### config.mk
export PLATFORM = sky130hd
export DESIGN_NAME = integrador_dupla_rampa
export DESIGN_NICKNAME = d
export VERILOG_FILES = /design/src/rtl/adc_pkg.sv /design/src/rtl/somador_saturado.sv /design/src/rtl/integrador_dupla_rampa.sv
export SDC_FILE = /design/constraint.sdc
export NUM_CORES = 1
export LEC_CHECK = 0
export CAP_MARGIN = 10
export CORE_ASPECT_RATIO = 0.8
export CORE_MARGIN = 3
export CORE_UTILIZATION = 45
export CTS_BUF_LIST = sky130_fd_sc_hd__clkbuf_4 sky130_fd_sc_hd__clkbuf_8 sky130_fd_sc_hd__clkbuf_16
export DETAILED_ROUTE_END_ITERATION = 7
export PLACE_DENSITY = 0.69
export SYNTH_ARGS = -nofsm -noshare
export SYNTH_HDL_FRONTEND = slang
export SYNTH_SLANG_ARGS = --single-unit
### constraint.sdc
create_clock -name ck -period 10.3 [get_ports ck]
set_clock_uncertainty 0.15 [all_clocks]
set_input_delay 1.03 -clock ck [delete_from_list [all_inputs] [get_ports ck]]
set_output_delay 1.03 -clock ck [all_outputs]
set_load 0.05 [all_outputs]
### src/rtl/adc_pkg.sv
// Shared constants and select decoding for the dual-slope ADC front end.
// The integration count must match the wrap of the controller's counter, so
// the number of reference steps to reach zero equals the input code.
package adc_pkg;

    // Reference de-integration step per clock, in mV.
    localparam int VREF_MV        = 1000;
    // Integration phase length in clocks.
    localparam int N_INT          = 1000;
    // Largest input code the converter is specified for.
    localparam int VM_MAX         = 999;
    // Worst-case accumulator value after a full integration phase.
    localparam int ACC_FULL_SCALE = VM_MAX * N_INT;
    // Smallest accumulator width that holds a full-scale integration.
    localparam int ACC_W_MIN      = $clog2(ACC_FULL_SCALE + 1);
    // Width of the input code.
    localparam int VM_W_MIN       = $clog2(VM_MAX + 1);

    // What the integrator does on a given edge.
    typedef enum logic [1:0] {
        OP_HOLD  = 2'd0,
        OP_ZERO  = 2'd1,
        OP_INT   = 2'd2,
        OP_DEINT = 2'd3
    } op_t;

    // Priority decode of the three switch selects: auto-zero wins over
    // integrate, which wins over de-integrate.
    function automatic op_t select_op(input logic zr, input logic vm, input logic rf);
        op_t op;
        op = OP_HOLD;
        if (zr)
            op = OP_ZERO;
        else if (vm)
            op = OP_INT;
        else if (rf)
            op = OP_DEINT;
        return op;
    endfunction

    // True when two or more selects are asserted at once (switch conflict).
    function automatic logic multi_select(input logic zr, input logic vm, input logic rf);
        return (zr & vm) | (zr & rf) | (vm & rf);
    endfunction

endpackage

### src/rtl/somador_saturado.sv
// W-bit unsigned add/subtract that clamps at 0 and 2^W-1 instead of wrapping.
// sat flags that the clamp was applied (carry on add, borrow on subtract).
module somador_saturado #(
    parameter int W = 20
) (
    input  logic [W-1:0] a,
    input  logic [W-1:0] b,
    input  logic         sub,
    output logic [W-1:0] y,
    output logic         sat
);

    logic [W:0] ext;

    // One extra bit catches both carry-out and borrow; the clamp direction
    // follows the operation.
    always_comb begin
        ext = '0;
        y   = '0;
        sat = 1'b0;
        if (sub)
            ext = {1'b0, a} - {1'b0, b};
        else
            ext = {1'b0, a} + {1'b0, b};

        if (ext[W]) begin
            sat = 1'b1;
            y   = sub ? '0 : '1;
        end else begin
            y   = ext[W-1:0];
        end
    end

endmodule

### src/rtl/integrador_dupla_rampa.sv
// Cycle-accurate model of the dual-slope integrator and zero-crossing
// comparator. Integrates vm_in while ch_vm is high, removes VREF per clock
// while ch_ref is high, and emits a one-clock Vint_z pulse when the
// accumulator reaches zero. The pulse fires once per integration phase:
// 'armed' is set by integration and consumed by the zero crossing.
module integrador_dupla_rampa
    import adc_pkg::*;
#(
    parameter int VM_W  = VM_W_MIN,
    parameter int ACC_W = ACC_W_MIN,
    parameter int VREF  = VREF_MV
) (
    input  logic             ck,
    input  logic             rst,
    input  logic             ch_zr,
    input  logic             ch_vm,
    input  logic             ch_ref,
    input  logic [VM_W-1:0]  vm_in,
    output logic             Vint_z,
    output logic             ovf,
    output logic             sel_err,
    output logic [ACC_W-1:0] acc_mon
);

    localparam logic [ACC_W-1:0] VREF_STEP = ACC_W'(VREF);

    logic [ACC_W-1:0] acc_reg;
    logic             armed_reg;
    logic             vint_z_reg;
    logic             ovf_reg;
    logic             sel_err_reg;

    op_t              op;
    logic [ACC_W-1:0] operand;
    logic [ACC_W-1:0] acc_next;
    logic             acc_sat;
    logic             at_zero;

    // Decode the switches once; everything below keys off this.
    always_comb begin
        op      = select_op(ch_zr, ch_vm, ch_ref);
        operand = (op == OP_DEINT) ? VREF_STEP : ACC_W'(vm_in);
        // Comparator trip: the remaining charge fits inside one reference step.
        at_zero = (acc_reg <= VREF_STEP);
    end

    somador_saturado #(
        .W (ACC_W)
    ) u_somador (
        .a   (acc_reg),
        .b   (operand),
        .sub (op == OP_DEINT),
        .y   (acc_next),
        .sat (acc_sat)
    );

    // Integrator, arming flag, zero-crossing pulse and sticky saturation flag.
    always_ff @(posedge ck) begin
        if (rst) begin
            acc_reg     <= '0;
            armed_reg   <= 1'b0;
            vint_z_reg  <= 1'b0;
            ovf_reg     <= 1'b0;
            sel_err_reg <= 1'b0;
        end else begin
            sel_err_reg <= multi_select(ch_zr, ch_vm, ch_ref);
            vint_z_reg  <= 1'b0;
            case (op)
                OP_ZERO: begin
                    acc_reg   <= '0;
                    armed_reg <= 1'b0;
                    ovf_reg   <= 1'b0;
                end
                OP_INT: begin
                    acc_reg   <= acc_next;
                    armed_reg <= 1'b1;
                    if (acc_sat)
                        ovf_reg <= 1'b1;
                end
                OP_DEINT: begin
                    // Once disarmed the comparator stays quiet and the
                    // accumulator holds until the next integration.
                    if (armed_reg) begin
                        if (at_zero) begin
                            acc_reg    <= '0;
                            vint_z_reg <= 1'b1;
                            armed_reg  <= 1'b0;
                        end else begin
                            acc_reg    <= acc_next;
                        end
                    end
                end
                default: begin
                    // Ideal integrator: no droop while idle.
                end
            endcase
        end
    end

    assign Vint_z  = vint_z_reg;
    assign ovf     = ovf_reg;
    assign sel_err = sel_err_reg;
    assign acc_mon = acc_reg;

endmodule

* Yosys cells after proc, flatten, opt, wreduce, memory -nomap -nowiden
Cells that the tools add are included.
** Storage, ports and cells
- Bits of input ports :: 15
- Flip-flop bits (word level) :: 24
- Output and inout bits :: 23
- Word-level logic and storage cells :: 42
** Cells by class
- Add/sub/neg operators :: 2
- Muxes and demuxes :: 17
- Reduce and logical (&&, ||, !) cells :: 5
- Bitwise operators :: 7
- Equality and inequality tests :: 5
- Order comparisons :: 1
** Operators with widths (number)
- $mux 20 :: 4
- $pmux 20 s3 :: 1
- $add 20x10->21 :: 1
- $mux 21 :: 1
- $sub 20x10->21 :: 1
- $le 20x10->1 const B :: 1
- $mux 10 :: 1
- $mux 2 :: 3
- $mux 1 :: 5
- $eq 2x2->1 const B :: 2
- $ne 2x2->1 const B :: 2
- $reduce_and 2->1 :: 2
- $and 1x1->1 :: 3
- $pmux 1 s3 :: 1
- $reduce_bool 3->1 :: 1
- $reduce_or 3->1 :: 1
- $eq 2x1->1 const B :: 1
- $not 1->1 :: 2
- $or 1x1->1 :: 2
- $pmux 1 s2 :: 1
- $reduce_bool 2->1 :: 1

* Longest topological paths before layout
Gate-level depths: netlist of run 1.
- Depth in word-level cells :: 11
- Mapped depth :: 20
- Gate-level depth less buffers :: 15

* By module
Synthesis of run 1 repeated with hierarchy kept, for this count alone.
** Second synthesis, totals
- Cells, all modules :: 336
- Area total of the unflattened synthesis :: 2706.3 um^2
** By module, submodules not included
- somador_saturado :: cells an instance 249, instances 1, area each 1796.7 um^2, seq. area each 0.0 um^2
- integrador_dupla_rampa :: cells an instance 87, instances 1, area each 909.6 um^2, seq. area each 480.5 um^2

* Least setup slack after synthesis of run 1
OpenSTA, ideal clock, no wires.
- Path type :: input to register
- Start :: input ch_vm
- End :: register acc_reg[5], in the netlist acc_mon[5]
- Library setup time :: 68 ps
- Arrival time :: 5061 ps
- Data required time :: 10082 ps
- Path slack :: 5021 ps
- Path buffers :: 5
- Stages :: 20
- Cell sequence :: clkbuf_1 > or3b_2 > clkbuf_1 > nand2_1 > ha_1 > or3b_2 > buf_1 > or3_1 > xor2_1 > nor2_1 > ha_1 > nand2_1 > nor3_1 > o2111ai_1 > and4_4 > nor3_2 > buf_6 > buf_6 > o21bai_2 > a21oi_2
** On the way
- Cells in the longest elaborated chain, start to end :: 10
- Elaborated cells on any way between the ends :: 17
- Those cells by class :: add/sub: 2; eq/ne: 4; mux: 9; reduce/logical: 2
** RTL lines
- from (decl) :: line integrador_dupla_rampa.sv:16 : input logic ch_vm,
- $mux 2 * :: line adc_pkg.sv:34 : else if (vm)
- $mux 2 * :: line adc_pkg.sv:32 : if (zr)
- $eq 2x2->1 :: line integrador_dupla_rampa.sv:42, integrador_dupla_rampa.sv:52, integrador_dupla_rampa.sv:68
- $mux 10 :: line integrador_dupla_rampa.sv:42 : operand = (op == OP_DEINT) ? VREF_STEP : ACC_W'(vm_in);
- $add 20x10->21 / $sub 20x10->21 (equally long branches) :: line somador_saturado.sv:24, somador_saturado.sv:22
- $mux 21 :: line somador_saturado.sv:21 : if (sub)
- $mux 20 :: line somador_saturado.sv:26 : if (ext[W]) begin
- $mux 20 :: line integrador_dupla_rampa.sv:84 : if (at_zero) begin
- $mux 20 :: line integrador_dupla_rampa.sv:83 : if (armed_reg) begin
- $pmux 20 s3 :: line integrador_dupla_rampa.sv:68 : case (op)
- to (signal assigned) :: line integrador_dupla_rampa.sv:75 : acc_reg <= acc_next;
- to (signal assigned) :: line integrador_dupla_rampa.sv:89 : acc_reg <= acc_next;
- to (decl) :: line integrador_dupla_rampa.sv:27 : logic [ACC_W-1:0] acc_reg;
Mark *: on every way between the ends. The rest lies on a longest branch, timed or not. The select of a mux whose other input is x is not followed.
A chain may end at the register's enable or synchronous reset.

* Worst setup path after layout of run 1
- Start :: input ch_vm
- End :: register acc_reg[19], in the netlist acc_mon[19]
Same word-level chain as after synthesis.

==> results of run 1 <==
-- worst min-delay path, stage by stage, from the launching register on --
cell	delay, ns
dfxtp_1	0.34
nand2_1	0.06
o21ai_1	0.05
-- path summary, 6_finish.rpt --
path	start	end	slack, ns
hold reg to reg	acc_mon[16]$_SDFFE_PP0P_	acc_mon[16]$_SDFFE_PP0P_	0.34
setup / recovery	ch_vm	acc_mon[19]$_SDFFE_PP0P_	4.32
setup reg to reg	acc_mon[0]$_SDFFE_PP0P_	acc_mon[19]$_SDFFE_PP0P_	6.98
hold / removal	acc_mon[16]$_SDFFE_PP0P_	acc_mon[16]$_SDFFE_PP0P_	0.34
-- layer usage --
layer / share of wire / vias up
met1: 0.52 / 1160
li1: - / 1239
met5: 0 / -
met2: 0.40 / 83
met4: 0.0075 / 0
met3: 0.070 / 7
-- cell families (layout without fill, tap and decap cells) --
group,count (synthesis),in the layout,synth area share
xor+xnor,19,19,0.0692
mux,3,3,0.0125
simple gates,120,120,0.250
buf+inv,24,51,0.0468
flops,24,24,0.200
fa+ha+maj,22,22,0.118
compound gates,107,107,0.305
-- per-stage QoR --
step / hold WS (ns) / setup WS (ns) / instance area, um^2
2_1_floorplan: 0.364 / 5.02 / 2410
4_1_cts: 0.340 / 4.35 / 2860
3_5_place_dp: 0.329 / 4.06 / 2790
5_1_grt: 0.374 / 4.01 / 2860
3_3_place_gp: 0.328 / 4.22 / 2790
6_report: 0.340 / 4.32 / 2860
-- Yosys cell counts (5+ instances only) --
library cell,n
xnor2_1,7
clkbuf_1,9
o41ai_1,8
nand3_1,6
or3_1,6
dfxtp_1,24
nor3_1,9
inv_1,8
o21ai_0,13
a211oi_1,5
o21ai_1,7
a21o_1,8
o21bai_1,5
xor2_1,12
nor2_1,26
ha_1,21
a21oi_1,33
nand2_1,40
-- placed cells by master (no fill, tap or decap), types with 2 or more instances in the layout --
cell and count:
a211oi_1 5, a21o_1 8, a21oi_1 33, a21oi_2 2, a221o_1 2, a31oi_1 3, and2_1 4, buf_4 2
clkbuf_8 3, clkdlybuf4s50_1 37, dfxtp_1 24, ha_1 21, inv_1 8, mux2i_1 3, nand2_1 40, nand2b_1 3
nand3_1 6, nand4_1 3, nor2_1 26, nor2b_1 4, nor3_1 9, nor3_2 2, nor4_1 4, o2111ai_1 2
o211ai_1 4, o21a_1 3, o21ai_0 13, o21ai_1 7, o21bai_1 5, o21bai_2 2, o31ai_1 3, o41ai_1 8
or3_1 6, or3b_2 2, or4_1 2, xnor2_1 7, xor2_1 12
-- where the power goes --
part / internal [W] / leakage, nW / switching, W
Combinational: 0.0000291 / 0.975 / 0.0000439
Sequential: 0.0000948 / 0.194 / 0.00000234
Clock: 0.0000521 / 0.0357 / 0.0000340
-- area by class of cell --
type / count / area (um^2) / area share
clock buffer: 3 / 41.3 / 0.0144
clock inverter: 1 / 30.0 / 0.0105
inverter: 8 / 30.0 / 0.0105
multi-input combinational: 271 / 1810 / 0.634
sequential: 24 / 480 / 0.168
tap: 62 / 77.6 / 0.0271
timing repair buffer: 39 / 385 / 0.135
==> impl_results.md, run 1 <==
* Maximum vdd drop at ~0.065 mV
* RSZ-0062 raised after global routing: false
* Library cells used by synthesis at 54
* Final net count at 384
* Synthesis-to-layout area growth at 18.8%
* Via density at a little over 6
* Mapped Nets at approximately 360
* Total GRT Usage at 0.227
* First-pass iteration count of the detailed router at 4
* Worst-path clk slew at roughly 0.09 ns
* WL final at 6.82 mm
* Max-slew violations at 0
* Post-synth EDFFs at 0
* I/O Pins at 38
* I/O Buffers at 37
* Critical path peak fanout at 14
* Period Utilization, post-route at 0.581
* Initial Util at 0.472
* Met3 Use GR at 0.0506
* Largest net degree at the start of global routing at 18
* R2R cell count at 11
* Mapped Area at 2410 um^2
* Dpl cells at 404
* CTS buffer count at 3
* Vias at between 2000 and 2500
* F_max at between 150 and 200 MHz
* H-tree depth at 1
* Slew margin rel. at 0.389
* CTS tree: built
* CTS Buffer Depth at 2
* Clock sink count at 24
* LEAKAGE at 1.20 nW
* Full die area at between 6000 and 7000 um^2
* Gate count of the mapped netlist at 319
* Antenna violations before repair at 0
* Arr. time, crit path at approximately 6 ns
* HPWL after detailed placement at ~5.3 mm
* CP top delay family: simple AND/OR/NAND/NOR gates
* Crit path time final at between 5 and 6 ns
* Status: completed
* WP data required at about 10 ns
* Wirelength per Cell at 16.7 um
* WS Path Type: primary input to flop
* PwrDens at between 80 and 90 nW/um^2
* Later-pin clock latency in the skew report at between 0.2 and 0.3 ns
* Row count at 23
* Global placement routability congestion at ~0.94
* Final Hold Vio Count at 0
* Hold Crit Class: flop to flop
* Crit path buffers/inverters at 2
* Asr flop ratio synth at 0
* Slew @ Worst Pin at a little over 0.9 ns
* Largest stage delay, worst path at between 0.6 and 0.7 ns
* Crit-path slowest cell: or3b_2
* Worst setup SP type: primary input
* Vias in the first global route at about 2200
* Max-Cap Viols at 0
* Primary FF master, synth: dfxtp_1
* Die Wd at a little under 90 um
* Post CTS Setup Buffer Count at 0
* Initial DRC Count at about 200
* Root buffer cell: clkbuf_8
* Chip Height at 71.4 um
* Antenna violation net count after detailed routing at 0
* Register area share after synthesis at 0.200
* DRC Markers at 0
* Synth Warn # at 0
* Crit-path cells: clkdlybuf4s50_1 -> or3b_2 -> nand2_1 -> ha_1 -> or3b_2 -> or3_1 -> xor2_1 -> nor2_1 -> ha_1 -> nand2_1 -> nor3_1 -> o2111ai_1 -> and4_4 -> nor3_2 -> buf_4 -> a21oi_1 -> a221oi_2
* CP Depth at 17
* Total power at 0.000256 W
* GR Util met1 at 0.353
* Core Util, Final at 0.561
* Worst setup EP type: flop
* Syn Area/Cell at around 7.5 um^2
* Proportion of layout cells with a drive suffix above 1 at 0.0607
* M2 GR Usage at 0.314
* Sum Neg Setup Slack at 0 ns
* Layer with the highest usage: met1
* Largest cells by area after synthesis: dfxtp_1 (20%), ha_1 (11%), a21oi_1 (6.9%)
* Ant. Diodes at 0
* FF+latch count, synth at 24
* Layout filler cell count at 500
* # hold bufs at CTS at 0
* Worst hold stages at 2
* Yosys top cell by area: dfxtp_1
* Area share of the largest cell type after synthesis at 0.200
* First-pass GRT wire length at approximately 11 mm
* Non-Filler Instances at around 410
* Number of flip-flops in the largest register at 20
* Floorplan core area at 5090 um^2
* # setup viols final at 0
* Cts repair resizes at 0
* Total global routing overflow at 0
No activity file was read; power rests on OpenSTA's default activity.
==> run 2, diff against run 1 <==
PLACE_DENSITY = 0.71   (was 0.69)
clock period = 5.3 ns   (was 10.3 ns; I/O delays follow)
==> impl_results.md, run 2 (synthesized netlist as in run 1, its figures left out) <==
* Status: completed
* Period Utilization, post-route at 0.938
* Die Wd at 87.8 um
* Maximum vdd drop at approximately 0.17 mV
* Antenna violations before repair at 0
* Pre-CTS setup slack at 0.131 ns
* Total GRT Usage at 0.235
* Later-pin clock latency in the skew report at ~0.27 ns
* Critical path peak fanout at 7
* LEAKAGE at 1.25 nW
* Crit-path slowest cell: or3b_2
* First-pass GRT wire length at ~12 mm
* Sum Neg Setup Slack at 0 ns
* FF/Latch Area at approximately 480 um^2
* Final Hold Vio Count at 0
* Max-slew violations at 0
* Global placement routability congestion at 0.931
* Largest stage delay, worst path at approximately 0.57 ns
* CTS buffer count at 3
* DRC Markers at 0
* CP top delay family: simple AND/OR/NAND/NOR gates
* Number of flip-flops in the largest register at 20
* Vias at approximately 2500
* Area of the multi-input gates at 1810 um^2
* Cts repair resizes at 0
* Layout filler cell count at 468
* Slew margin rel. at 0.487
* Ant. Diodes at 0
* Antenna violation net count after detailed routing at 0
* Commonest cells after routing, fill and taps aside: nand2_1 (40), clkdlybuf4s50_1 (37), a21oi_1 (33), nor2_1 (26), dfxtp_1 (24)
* Dpl cells at 413
* Max-Cap Viols at 0
* WL final at 7.12 mm
* Non-Filler Instances at between 400 and 500
* Initial Util at 0.472
* Hold Crit Class: flop to flop
* Floorplan core area at roughly 5100 um^2
* Root buffer cell: clkbuf_8
* Crit path time final at roughly 5.0 ns
* RSZ-0062 raised after global routing: false
* CTS tree: built
* Worst setup EP type: flop
* Final worst slack at 0.328 ns
* F_max at between 200 and 250 MHz
* Largest net degree at the start of global routing at 18
* Crit-path cells: clkdlybuf4s50_1 -> or3b_2 -> nand2_1 -> ha_1 -> or3b_2 -> or3_1 -> xor2_1 -> nor2_1 -> ha_1 -> buf_4 -> a21oi_1 -> o21a_1 -> inv_1 -> or4_1 -> a31oi_1 -> xor2_1 -> a221oi_2
* WP data required at ~5.3 ns
* Wirelength per Cell at approximately 17 um
* Synthesis-to-layout area growth at 21.6%
* # setup viols final at 0
* Chip Height at slightly above 70 um
* HPWL after detailed placement at roughly 5.7 mm
* Total global routing overflow at 0
* Worst setup SP type: primary input
* First-pass iteration count of the detailed router at 4
* Crit path buffers/inverters at 3
* Worst-path clk slew at around 0.090 ns
* Row count at 23
* Proportion of layout cells with a drive suffix above 1 at 0.0845
* # hold bufs at CTS at 0
* Slew @ Worst Pin at roughly 0.77 ns
* H-tree depth at 1
* CTS Buffer Depth at 2
* Final net count at between 300 and 400
* Clock sink count at 24
* R2R Setup Slk at 2.32 ns
* Arr. time, crit path at roughly 5 ns
* I/O Pins at 38
* Core Util, Final at 0.574
* PwrDens at between 150 and 200 nW/um^2
* Commonest non-fill, non-tap cell in the layout: nand2_1
* Initial DRC Count at ~240
* Full die area at 6270 um^2
* WS Path Type: primary input to flop
* Via density at about 5.9
* Post CTS Setup Buffer Count at 0
* I/O Buffers at 37
* Vias in the first global route at approximately 2200
==> run 2: cell types whose count changed in the layout (fill, tap and decap cells not counted) <==
| cell | before | now |
|---|---|---|
| buf_4 | 2 | 11 |
==> run 2: worst min-delay path, stage by stage, from the launching register on <==
cell and delay, ns:
dfxtp_1 0.35, nand2_1 0.06, o21ai_1 0.05
==> run 2: area by class of cell <==
| type | count | area share |
|---|---|---|
| repair buffers | 48 | 0.155 |
| flip-flops and latches | 24 | 0.164 |
| well taps | 62 | 0.0265 |
| inverters | 8 | 0.0103 |
| multi-input cells | 271 | 0.620 |
| clock inverters | 1 | 0.0103 |
| clock buffers | 3 | 0.0141 |
==> run 2: power by group <==
group	switching [W]	internal, W
sequential	0.00000443	0.000184
combinational	0.0000859	0.0000600
clock	0.0000653	0.000101
==> run 2: path summary, 6_finish.rpt <==
check                           startpoint  depth (start not counted)                        to
setup / recovery                    ch_ref                         17  acc_mon[19]$_SDFFE_PP0P_
hold / removal    acc_mon[16]$_SDFFE_PP0P_                          2  acc_mon[16]$_SDFFE_PP0P_
setup reg to reg   acc_mon[0]$_SDFFE_PP0P_                         11  acc_mon[19]$_SDFFE_PP0P_
hold reg to reg   acc_mon[16]$_SDFFE_PP0P_                          2  acc_mon[16]$_SDFFE_PP0P_
==> run 2: through the flow <==
| step | power, W | hold slack (ns) | instance area, um^2 |
|---|---|---|---|
| after floorplan | 0.000292 | 0.364 | 2410 |
| after global placement | 0.000336 | 0.336 | 2850 |
| after detailed placement | 0.000336 | 0.345 | 2850 |
| after CTS | 0.000504 | 0.359 | 2930 |
| after global routing | 0.000529 | 0.388 | 2930 |
| final | 0.000501 | 0.354 | 2930 |
==> run 2: per-layer routing <==
layer	routed length (um)	vias to the layer above	GRT usage
li1	-	1253	-
met1	3690	1117	0.371
met2	2840	84	0.333
met3	569	2	0.0529
met4	24	0	0.0221
met5	0	-	0
==> run 3, diff against run 2 <==
PLACE_DENSITY = 0.68   (was 0.71)
==> impl_results.md, run 3 (synthesized netlist as in run 1, its figures left out) <==
* Largest stage delay, worst path at about 0.56 ns
* Crit-path slowest cell: or3b_2
* Crit path buffers/inverters at 2
* F_max at between 200 and 250 MHz
* Max-Cap Viols at 0
* Slew @ Worst Pin at 0.755 ns
* Wirelength per Cell at around 17 um
* NetSw at 0.000159 W
* Worst-path clk slew at around 0.10 ns
* Clock sink count at 24
* PwrDens at between 150 and 200 nW/um^2
* First-pass iteration count of the detailed router at 4
* Worst setup SP type: primary input
* R2R Setup Slk at 2.34 ns
* Root buffer cell: clkbuf_8
* Commonest non-fill, non-tap cell in the layout: nand2_1
* # setup viols final at 0
* H-tree depth at 1
* Crit path time final at 4.86 ns
* CTS Buffer Depth at 2
* Combinational share of power at 0.288
* Status: completed
* R2R cell count at 11
* Cts repair resizes at 0
* Post CTS Setup Buffer Count at 0
* Hold Crit Class: flop to flop
* CTS buffer count at 3
* CP top delay family: simple AND/OR/NAND/NOR gates
* Total global routing overflow at 0
* Crit path launch: ch_ref
* CTS tree: built
* Vias in the first global route at around 2300
* Total power at just over 0.0005 W
* Final net count at ~390
* Row count at 23
* Floorplan core area at roughly 5100 um^2
* Max-slew violations at 0
* Synthesis-to-layout area growth at 21.6%
* I/O Buffers at 37
* RSZ-0062 raised after global routing: false
* WL final at approximately 7 mm
* DRC Markers at 0
* Hold Path End: acc_mon[16]$_SDFFE_PP0P_
* Antenna violation net count after detailed routing at 0
* Initial Util at 0.472
* Via density at between 5 and 6
* Antenna violations before repair at 0
* Pre-CTS setup slack at ~0.21 ns
* Worst r2r src: acc_mon[0]$_SDFFE_PP0P_
* Critical path peak fanout at 8
* I/O Pins at 38
* WP data required at 5.38 ns
* Initial DRC Count at 205
* Period Utilization, post-route at 0.917
* Ant. Diodes at 0
* Arr. time, crit path at 4.94 ns
* Non-Filler Instances at 417
* Commonest cells after routing, fill and taps aside: nand2_1 (40), clkdlybuf4s50_1 (37), a21oi_1 (33), nor2_1 (26), dfxtp_1 (24)
* Dpl cells at 413
* Sw Share at 0.315
* Maximum vdd drop at 0.0937 mV
* # hold bufs at CTS at 0
* Pint at 0.000345 W
* HPWL after detailed placement at 5.41 mm
* LEAKAGE at 1.25 nW
* Full die area at around 6300 um^2
* Final worst slack at ~0.44 ns
* Sum Neg Setup Slack at 0 ns
* Total GRT Usage at 0.229
* Slew margin rel. at 0.490
* Hold wc startpoint: acc_mon[16]$_SDFFE_PP0P_
* Largest net degree at the start of global routing at 18
* Crit-path cells: clkdlybuf4s50_1 -> or3b_2 -> nand2_1 -> ha_1 -> or3b_2 -> or3_1 -> xor2_1 -> nor2_1 -> ha_1 -> nand2_1 -> nor3_1 -> o2111ai_1 -> and4_4 -> nor3_2 -> buf_4 -> nor2b_1 -> a221o_1
* Worst setup EP type: flop
* Vias at around 2500
* Die Wd at between 80 and 90 um
* Clock share of power at 0.338
* Worst hold stages at 2
* Seq pwr share at 0.374
* Number of flip-flops in the largest register at 20
* Final Hold Vio Count at 0
* Global placement routability congestion at between 0.9 and 1
* R2R Path End: acc_mon[13]$_SDFFE_PP0P_
* First-pass GRT wire length at 11.3 mm
* WS Path Type: primary input to flop
* Chip Height at 71.4 um
* Later-pin clock latency in the skew report at between 0.2 and 0.3 ns
* Proportion of layout cells with a drive suffix above 1 at 0.0845
==> run 3: routing by layer <==
layer	GRT usage	part of all wire
met5	0	0
met4	0.0579	0.010
met3	0.0460	0.081
met2	0.318	0.39
met1	0.355	0.51
==> run 3: tightest hold or removal path: cells and delay by family, from the launching register on <==
kind / cells / cell delay, ns
AO/OA/AOI/OAI: 1 / 0.05
flip-flops: 1 / 0.35
AND/OR/NAND/NOR: 1 / 0.06
==> run 3: how the worst max path moves through the flow <==
stage	end	slack, ns	cells after the start
4_1_cts	acc_mon[13]$_SDFFE_PP0P_	0.49	17
3_5_place_dp	acc_mon[13]$_SDFFE_PP0P_	0.21	17
2_1_floorplan	acc_mon[5]$_SDFFE_PP0P_	0.52	20
3_3_place_gp	acc_mon[13]$_SDFFE_PP0P_	0.27	15
6_report	acc_mon[13]$_SDFFE_PP0P_	0.44	17
5_1_grt	acc_mon[13]$_SDFFE_PP0P_	0.13	17
==> run 3: cell type report <==
class	instances	area [um^2]
fill	496	2170
multi-input combinational	271	1810
sequential	24	480
timing repair buffer	48	453
tap	62	77.6
clock buffer	3	41.3
clock inverter	1	30.0
inverter	8	30.0
==> run 3: per-stage QoR <==
step / instance area, um^2 / utilization / hold slack [ns]
after floorplan: 2410 / - / 0.364
after global placement: 2850 / 0.560 / 0.326
after global routing: 2930 / 0.574 / 0.381
after detailed placement: 2850 / 0.560 / 0.336
after CTS: 2930 / 0.574 / 0.350
final: 2930 / 0.574 / 0.344
==> run 3: power by group through the flow <==
stage	clock [W]	sequential (W)	combinational, W
floorplan	0	0.000204	0.0000882
global placement	0	0.000193	0.000143
detailed placement	0	0.000193	0.000143
CTS	0.000173	0.000189	0.000144
global route	0.000182	0.000189	0.000160
finish	0.000171	0.000189	0.000145
